$ cat src/rtl/sincos_sched.sv
// Shares one pipelined sin core across NUM_JOINTS angles, issuing sin(a) then sin(a+PI/2) per joint.
// Optional `define SINCOS_REUSE_EN skips joints whose angle is unchanged since the last completed run.
module sincos_sched #(
  parameter int NUM_JOINTS = 6,
  parameter int SIN_LAT    = 12
) (
  input  logic                      clk,
  input  logic                      rst,
  input  logic                      start,
  input  logic [48*NUM_JOINTS-1:0]  angles,
  output logic                      busy,
  output logic                      done,
  output logic [48*NUM_JOINTS-1:0]  sin_out,
  output logic [48*NUM_JOINTS-1:0]  cos_out,
  output logic                      core_en,
  output logic [47:0]               core_angle,
  input  logic [47:0]               core_sin
);

  localparam int JW = (NUM_JOINTS > 1) ? $clog2(NUM_JOINTS) : 1;
  localparam int KW = $clog2(2 * NUM_JOINTS);
  localparam logic [47:0] HALF_PI = 48'd26353589;
  localparam logic [47:0] PI      = 48'd52707178;
  localparam logic [47:0] TWO_PI  = 48'd105414357;

  typedef enum logic [2:0] {IDLE, ISSUE, DRAIN, SKIP, DONE} state_t;

  state_t          state_reg;
  logic [JW-1:0]   j_reg;
  logic            phase_reg;
  logic            cur_valid_reg;
  logic [KW-1:0]   cur_k_reg;
  logic [NUM_JOINTS-1:0] mask_reg;
  logic [47:0]     angle_reg [NUM_JOINTS];
  logic [47:0]     angle_in  [NUM_JOINTS];
  logic [47:0]     sin_reg   [NUM_JOINTS];
  logic [47:0]     cos_reg   [NUM_JOINTS];
  logic            tag_valid_reg [SIN_LAT];
  logic [KW-1:0]   tag_k_reg     [SIN_LAT];

  logic [NUM_JOINTS-1:0] new_mask;
  logic [JW-1:0]   first_j;
  logic            any_changed;
  logic [JW-1:0]   next_j;
  logic            has_next;
  logic            pipe_quiet;

  // cos(a) = sin(a + PI/2), folded back into (-PI, PI] before it reaches the core.
  function automatic logic [47:0] op_operand(input logic [47:0] ang, input logic is_cos);
    logic [47:0] a;
    a = ang + HALF_PI;
    if (!is_cos)
      return ang;
    if (a > PI && !a[47])
      return a - TWO_PI;
    return a;
  endfunction

  function automatic logic [KW-1:0] make_k(input logic [JW-1:0] j, input logic ph);
    return KW'({j, ph});
  endfunction

  genvar gi;
  generate
    for (gi = 0; gi < NUM_JOINTS; gi++) begin : g_joint
      assign angle_in[gi]          = angles[48*gi +: 48];
      assign sin_out[48*gi +: 48]  = sin_reg[gi];
      assign cos_out[48*gi +: 48]  = cos_reg[gi];

      always_ff @(posedge clk or posedge rst) begin
        if (rst) begin
          sin_reg[gi] <= '0;
          cos_reg[gi] <= '0;
        end else if (tag_valid_reg[SIN_LAT-1]) begin
          if (tag_k_reg[SIN_LAT-1] == KW'(2*gi))
            sin_reg[gi] <= core_sin;
          if (tag_k_reg[SIN_LAT-1] == KW'(2*gi+1))
            cos_reg[gi] <= core_sin;
        end
      end
    end

    // Tag pipe runs in lockstep with the core; slot SIN_LAT-1 lines up with core_sin.
    for (gi = 0; gi < SIN_LAT; gi++) begin : g_tag
      if (gi == 0) begin : g_head
        always_ff @(posedge clk or posedge rst) begin
          if (rst) begin
            tag_valid_reg[gi] <= 1'b0;
            tag_k_reg[gi]     <= '0;
          end else begin
            tag_valid_reg[gi] <= cur_valid_reg;
            tag_k_reg[gi]     <= cur_k_reg;
          end
        end
      end else begin : g_body
        always_ff @(posedge clk or posedge rst) begin
          if (rst) begin
            tag_valid_reg[gi] <= 1'b0;
            tag_k_reg[gi]     <= '0;
          end else begin
            tag_valid_reg[gi] <= tag_valid_reg[gi-1];
            tag_k_reg[gi]     <= tag_k_reg[gi-1];
          end
        end
      end
    end
  endgenerate

`ifdef SINCOS_REUSE_EN
  logic [47:0] last_angle_reg [NUM_JOINTS];
  logic        last_valid_reg [NUM_JOINTS];

  generate
    for (gi = 0; gi < NUM_JOINTS; gi++) begin : g_reuse
      assign new_mask[gi] = !last_valid_reg[gi] || (last_angle_reg[gi] != angle_in[gi]);

      always_ff @(posedge clk or posedge rst) begin
        if (rst) begin
          last_angle_reg[gi] <= '0;
          last_valid_reg[gi] <= 1'b0;
        end else if (state_reg == DONE) begin
          last_angle_reg[gi] <= angle_reg[gi];
          last_valid_reg[gi] <= 1'b1;
        end
      end
    end
  endgenerate
`else
  assign new_mask = '1;
`endif

  always_comb begin
    first_j     = '0;
    any_changed = 1'b0;
    next_j      = '0;
    has_next    = 1'b0;
    for (int i = NUM_JOINTS-1; i >= 0; i--) begin
      if (new_mask[i]) begin
        first_j     = JW'(i);
        any_changed = 1'b1;
      end
      if (mask_reg[i] && (i > int'(j_reg))) begin
        next_j   = JW'(i);
        has_next = 1'b1;
      end
    end
  end

  // Quiet means nothing will remain in flight after this edge.
  always_comb begin
    pipe_quiet = !cur_valid_reg;
    for (int i = 0; i < SIN_LAT-1; i++)
      if (tag_valid_reg[i])
        pipe_quiet = 1'b0;
  end

  always_ff @(posedge clk or posedge rst) begin
    if (rst) begin
      state_reg     <= IDLE;
      busy          <= 1'b0;
      done          <= 1'b0;
      core_en       <= 1'b0;
      core_angle    <= '0;
      j_reg         <= '0;
      phase_reg     <= 1'b0;
      cur_valid_reg <= 1'b0;
      cur_k_reg     <= '0;
      mask_reg      <= '0;
      for (int i = 0; i < NUM_JOINTS; i++)
        angle_reg[i] <= '0;
    end else begin
      done          <= 1'b0;
      cur_valid_reg <= 1'b0;
      case (state_reg)
        IDLE: begin
          if (start) begin
            for (int i = 0; i < NUM_JOINTS; i++)
              angle_reg[i] <= angle_in[i];
            mask_reg <= new_mask;
            busy     <= 1'b1;
            if (any_changed) begin
              core_angle    <= op_operand(angle_in[first_j], 1'b0);
              cur_valid_reg <= 1'b1;
              cur_k_reg     <= make_k(first_j, 1'b0);
              j_reg         <= first_j;
              phase_reg     <= 1'b1;
              core_en       <= 1'b1;
              state_reg     <= ISSUE;
            end else begin
              state_reg <= SKIP;
            end
          end
        end
        ISSUE: begin
          core_angle    <= op_operand(angle_reg[j_reg], phase_reg);
          cur_valid_reg <= 1'b1;
          cur_k_reg     <= make_k(j_reg, phase_reg);
          if (!phase_reg) begin
            phase_reg <= 1'b1;
          end else if (has_next) begin
            j_reg     <= next_j;
            phase_reg <= 1'b0;
          end else begin
            j_reg     <= '0;
            phase_reg <= 1'b0;
            state_reg <= DRAIN;
          end
        end
        DRAIN: begin
          if (pipe_quiet) begin
            busy      <= 1'b0;
            core_en   <= 1'b0;
            done      <= 1'b1;
            state_reg <= DONE;
          end
        end
        SKIP: begin
          busy      <= 1'b0;
          done      <= 1'b1;
          state_reg <= DONE;
        end
        DONE: begin
          state_reg <= IDLE;
        end
        default: begin
          state_reg <= IDLE;
        end
      endcase
    end
  end

endmodule

$ cat config.mk
export PLATFORM = sky130hd
export DESIGN_NAME = sincos_sched
export DESIGN_NICKNAME = d
export VERILOG_FILES = /design/src/rtl/sincos_sched.sv
export SDC_FILE = /design/constraint.sdc
export NUM_CORES = 2
export LEC_CHECK = 0
export BUFFER_PORTS_ARGS = -buffer_cell sky130_fd_sc_hd__buf_2
export CORE_AREA = 2 2 372 374
export CTS_BUF_LIST = sky130_fd_sc_hd__clkbuf_4
export CTS_CLUSTER_DIAMETER = 60
export DETAILED_ROUTE_END_ITERATION = 6
export DIE_AREA = 0 0 374 376
export PLACE_DENSITY_LB_ADDON = 0.25
export SLEW_MARGIN = 20
export SYNTH_ARGS = -nofsm -noshare
export SYNTH_HDL_FRONTEND = slang
export SYNTH_SLANG_ARGS = --single-unit
$ cat constraint.sdc
create_clock -name clk -period 28.6 [get_ports clk]
set_clock_uncertainty 0.05 [all_clocks]
set_input_delay 0 -clock clk [delete_from_list [all_inputs] [get_ports clk]]
set_output_delay 0 -clock clk [all_outputs]
set_load 0.03 [all_outputs]
* After elaboration in Yosys (flattened, before gate mapping) *
Cells that the tools add are included.

cells by class
  $add $sub $neg = 4
  $lt $le $gt $ge = 8
  eq/ne operators = 18
  muxes and demuxes = 63
  bitwise operators = 1
  reductions and logical operators = 33

operator list
  operator                                                                 count
  48-bit two-way mux                                                       10
  48-bit binary-select mux with 3-bit select                               1
  48-bit by 25-bit adder with 48-bit output (second input constant)        2
  48-bit by 26-bit > comparator with 1-bit output (second input constant)  2
  48-bit case mux with 2 select lines                                      1
  48-bit by 27-bit subtractor with 48-bit output (second input constant)   2
  3-bit two-way mux                                                        12
  1-bit two-way mux                                                        30
  2-bit AND reduction                                                      14
  4-bit by 3-bit equality test with 1-bit output (second input constant)   4
  4-bit equality test (second input constant)                              4
  3-bit case mux with 4 select lines                                       1
  3-bit AND reduction                                                      3
  4-bit by 2-bit equality test with 1-bit output (second input constant)   2
  2-bit inequality test (second input constant)                            4
  1-bit case mux with 2 select lines                                       4
  4-bit case mux with 2 select lines                                       1
  1-bit logical AND                                                        7
  3-bit by 2-bit equality test with 1-bit output (second input constant)   2
  2-bit by 3-bit > comparator with 1-bit output (first input constant)     2
  3-bit > comparator (first input constant)                                2
  3-bit case mux with 2 select lines                                       1
  4-bit by 1-bit equality test with 1-bit output (second input constant)   1
  4-bit greater-or-equal comparator (second input constant)                1
  other kinds (11)                                                         14

word-level totals
  register bits after elaboration = 988

* Logic depth before layout (Yosys ltp) *
  word-level depth = 14
  gate-level depth with buffers = 24
  mapped depth without buffers = 17

* Worst setup path after synthesis *
Ideal clock, no wire load.

  path kind = flip-flop to flip-flop
  start point = reg j_reg[1]
  end point = reg core_angle[45]
  setup time = 0.131 ns
  data arrival time = 5.360 ns
  data required time = 28.419 ns
  path slack = 23.059 ns
  cell stages (with the launch flop) = 24
  path buffers = 6
  clock period less this slack = 5.541 ns
  cells stage by stage = dfrtp_1 -> buf_6 -> buf_8 -> buf_6 -> mux2i_1 -> nor2_1 -> or3_1 -> ha_1 -> clkbuf_1 -> o211a_1 -> o21ai_1 -> a31oi_1 -> o311ai_2 -> a211oi_2 -> xnor2_1 -> or3_4 -> nand4b_1 -> or4_1 -> buf_4 -> or2_1 -> buf_6 -> nand4_4 -> nor4_1 -> or3_1

on the way
  word-level cells in the longest chain between the ends = 13

ends and longest elaborated chain
  element                                                                               line  text
  start: declaration                                                                    29    logic [JW-1:0] j_reg;
  start signal: assignment                                                              185   j_reg <= first_j;
  start signal: assignment                                                              201   j_reg <= next_j;
  3-bit NOT with 4-bit output (not written as such) (*)                                 195   core_angle <= op_operand(angle_reg[j_reg], phase_reg);
  48-bit binary-select mux with 3-bit select (*)                                        195
  48-bit two-way mux (not written as such) (*) (2 in series)                            195
  48-bit by 25-bit adder with 48-bit output                                             51    a = ang + HALF_PI;
  48-bit by 26-bit > comparator with 1-bit output or 1-bit logical NOT (tied branches)  54    if (a > PI && !a[47])
  1-bit logical AND                                                                     54
  1-bit two-way mux (2 in series)                                                       54
  1-bit two-way mux                                                                     174   case (state_reg)
  48-bit two-way mux                                                                    56    return a;
  48-bit two-way mux (*)                                                                54
  48-bit case mux with 2 select lines (*)                                               174
  end signal: assignment                                                                182   core_angle <= op_operand(angle_in[first_j], 1'b0);
  end signal: assignment                                                                195
  end: declaration                                                                      16    output logic [47:0] core_angle,

Mark *: on every way between the ends. The rest lies on a longest branch, timed or not. The select of a mux whose other input is x is not followed.
A chain may end at the register's enable or synchronous reset.

* Final worst setup path *
  start point = reg j_reg[2]
  end point = reg core_angle[2]

Same word-level chain as after synthesis.

==> impl_metrics.json <==
{
  "min_from": "angles[90]",
  "finalWorstSetupSlack_ns": 20.98,
  "cts_tree": "built",
  "instances_no_fill": 7776,
  "cts_buffer_depth": 4,
  "synth_edf_count": 0,
  "slew_headroom_pct": 28.66,
  "total_power_mw": 7.676,
  "post-route-util_pct": 46.06,
  "vias": 39021,
  "clock_power_share_pct": 17.0,
  "rsz0062_at_grt": "no",
  "io_pins": 966,
  "pre_cts_ws_ns": 20.97,
  "antenna_found_initial": 13,
  "drt_wl_total_um": 186300,
  "drive_above_1_share_pct": 36.25,
  "synth_warnings": 0,
  "p_switching_mw": 3.592,
  "max_freq_ghz": 0.1313,
  "pwr-share-seq_pct": 30.7,
  "leakage_nw": 30.34,
  "maxCapViolCount": 0,
  "htree_levels": 5,
  "synth_fp_nets": 4090,
  "yosysUniqueCellTypes": 102,
  "grt_max_degree": 178,
  "synth_top_area_cell": "dfrtp_1",
  "syn_area_per_cell_um2": 11.51,
  "postCtsSetupBuffers": 0,
  "ys_async_sr_fraction_pct": 100.0,
  "start_util_pct": 31.58,
  "hpwlAfterDp_um": 123400,
  "crit_arrival_ns": 8.59,
  "nets": 6133,
  "design_area_um2": 62940,
  "tns_ns": 0,
  "die_area_um2": 140600,
  "firstDrtPassIters": 6,
  "vias_per_cell": 5.018,
  "finalCriticalPeriod_ns": 7.616,
  "pwr-share-comb_pct": 52.3,
  "rows": 136,
  "clk_pin_slew_worst_paths_ns": 0.06,
  "worst-slew-pin-transition_ns": 1.070,
  "grtUsageTotal_pct": 25.98,
  "finalMaxSlewViolations": 0,
  "setup-violations-final": 0,
  "fp.dieH_um": 376,
  "crit_path_start": "j_reg[2]$_DFFE_PP0P_",
  "wire_per_inst_um": 23.95,
  "syn-instance-count": 3749,
  "yosysSeqAreaShare_pct": 57.29,
  "period_share_pct": 26.63,
  "r2r_start": "j_reg[2]$_DFFE_PP0P_",
  "worstSkewPairLatency_ns": 1.20,
  "grt_pass1_wl_um": 272000,
  "cts_root_buf": "clkbuf_4",
  "critPathMaxFanout": 18,
  "critPathKind": "reg -> reg",
  "hold_viol": 0,
  "critPathRequiredTime_ns": 29.58,
  "io_buffers": 965,
  "synth.top_cell.area_share_pct": 57.29,
  "syn2layout_area_growth_pct": 45.86,
  "placed_cell_area_um2": 49640,
  "fp.coreArea_um2": 136600,
  "synth_area_leaders": "dfrtp_1, mux2_2, nand2_1",
  "switching_share_pct": 46.80,
  "status": "completed",
  "whs_ns": 0.1632,
  "die_w_um": 374,
  "layout_common_cells": "dfrtp_1, nand2_1, dlygate4sd3_1",
  "gp_congestion": 0.8846,
  "seq_area_um2": 24730,
  "power_density_nw_per_um2": 122.0,
  "cts_sinks": 988,
  "ys_ff_latch": 988,
  "dp_cells": 6307,
  "critPathLaunchType": "flip-flop",
  "grt_pass1_vias": 40426,
  "ir_drop_mv": 0.05742,
  "final_antenna_net_count": 0,
  "first_iter_violations": 2812,
  "route.detailed.drc": 0,
  "hp-class": "in -> reg",
  "synthesis.area_um2": 43150,
  "endpoint_kind": "flip-flop",
  "multi_input_area_um2": 17410,
  "numCtsBuffers": 297,
  "intPower_mw": 4.084,
  "grt_overflow": 0,
  "synth_ff_type": "dfrtp_1",
  "num-fill-cells": 12473,
  "final_common_cell": "dfrtp_1"
}
logic make-up (layout without fill, tap and decap cells):
logic type                 count (synthesis)  in the layout  synth area share (%)
adders and majority gates                  2              2               0.05798
other                                      0             10                     0
and+or+nand+nor                         1316           1316                 13.00
AOI/OAI and AO/OA                        383            383                 6.066
buffers and inverters                    257           2480                 2.595
muxes                                    733            733                 19.57
xor gates and xnor gates                  70             70                 1.421
DFF                                      988            988                 57.29
critical path, stage by stage, from the launching register on:
cell	delay [ns]
dfrtp_1	0.65
buf_4	0.29
nand2b_1	0.66
o22ai_1	0.29
or2_2	0.38
ha_1	0.33
o211a_1	0.27
o21ai_1	0.36
a31oi_1	0.33
o311ai_2	0.54
a2111oi_0	0.27
xnor2_1	0.38
o211ai_1	0.21
nand3b_1	0.28
or4_1	0.84
nor2_4	0.58
nor2_2	0.29
a311oi_1	0.32
o41ai_1	0.11
final timing paths:
check | endpoint | slack (ns) | cells after the start
setup / recovery | core_angle[2]$_DFFE_PP0P_ | 20.98 | 18
hold / removal | angle_reg[234]$_DFFE_PP0P_ | 0.16 | 5
hold reg to reg | tag_k_reg[6]$_DFF_PP0_ | 0.26 | 0
min in group asynchronous | sin_out[39]$_DFFE_PP0P_ | 0.52 | 5
setup reg to reg | core_angle[2]$_DFFE_PP0P_ | 20.98 | 18
max in group asynchronous | cos_out[154]$_DFFE_PP0P_ | 25.09 | 8
timing repair:
action,4_1_cts,5_1_grt
endpoints found under the hold margin,1291,0
hold buffers,977,0
gates resized for setup,0,0
synth_stat cells (10+ instances only):
cell / number
dfrtp_1: 988
nand2_1: 979
mux2_2: 614
clkbuf_1: 185
o21ai_0: 110
nor2_1: 98
mux2i_1: 84
a21oi_1: 72
nor3_1: 48
xnor2_1: 44
buf_1: 29
nand3_1: 29
mux4_2: 26
xor2_1: 26
nor4_1: 23
nand2b_1: 22
o22ai_1: 19
a211oi_1: 18
buf_2: 16
a22oi_1: 15
and2_1: 14
and3_1: 12
buf_6: 12
or3_1: 12
nor2b_1: 10
o221ai_1: 10
cell type report:
class,instances,share of cell area (%)
Inverter,7,0.05367
Timing Repair Buffer,1994,23.96
Clock buffer,421,5.021
Clock inverter,58,0.4055
Tap cell,1794,3.566
Antenna cell,10,0.03976
Multi-Input combinational cell,2504,27.66
Sequential cell,988,39.29
power by group through the flow:
| stage | Combinational, mW | Clock [mW] | Sequential [mW] |
|---|---|---|---|
| after floorplan | 1.85 | 0 | 2.95 |
| after detailed placement | 3.73 | 0 | 2.36 |
| after CTS | 3.95 | 1.33 | 2.34 |
| final | 4.01 | 1.30 | 2.36 |
| after global placement | 3.70 | 0 | 2.35 |
| after global routing | 4.27 | 1.42 | 2.42 |
routing by layer:
layer / GRT usage, % / wire (um)
met5: 0 / 48
met4: 11.50 / 8205
met3: 8.151 / 16060
met2: 43.62 / 89950
met1: 30.45 / 72010
No activity file was read; power rests on OpenSTA's default activity.
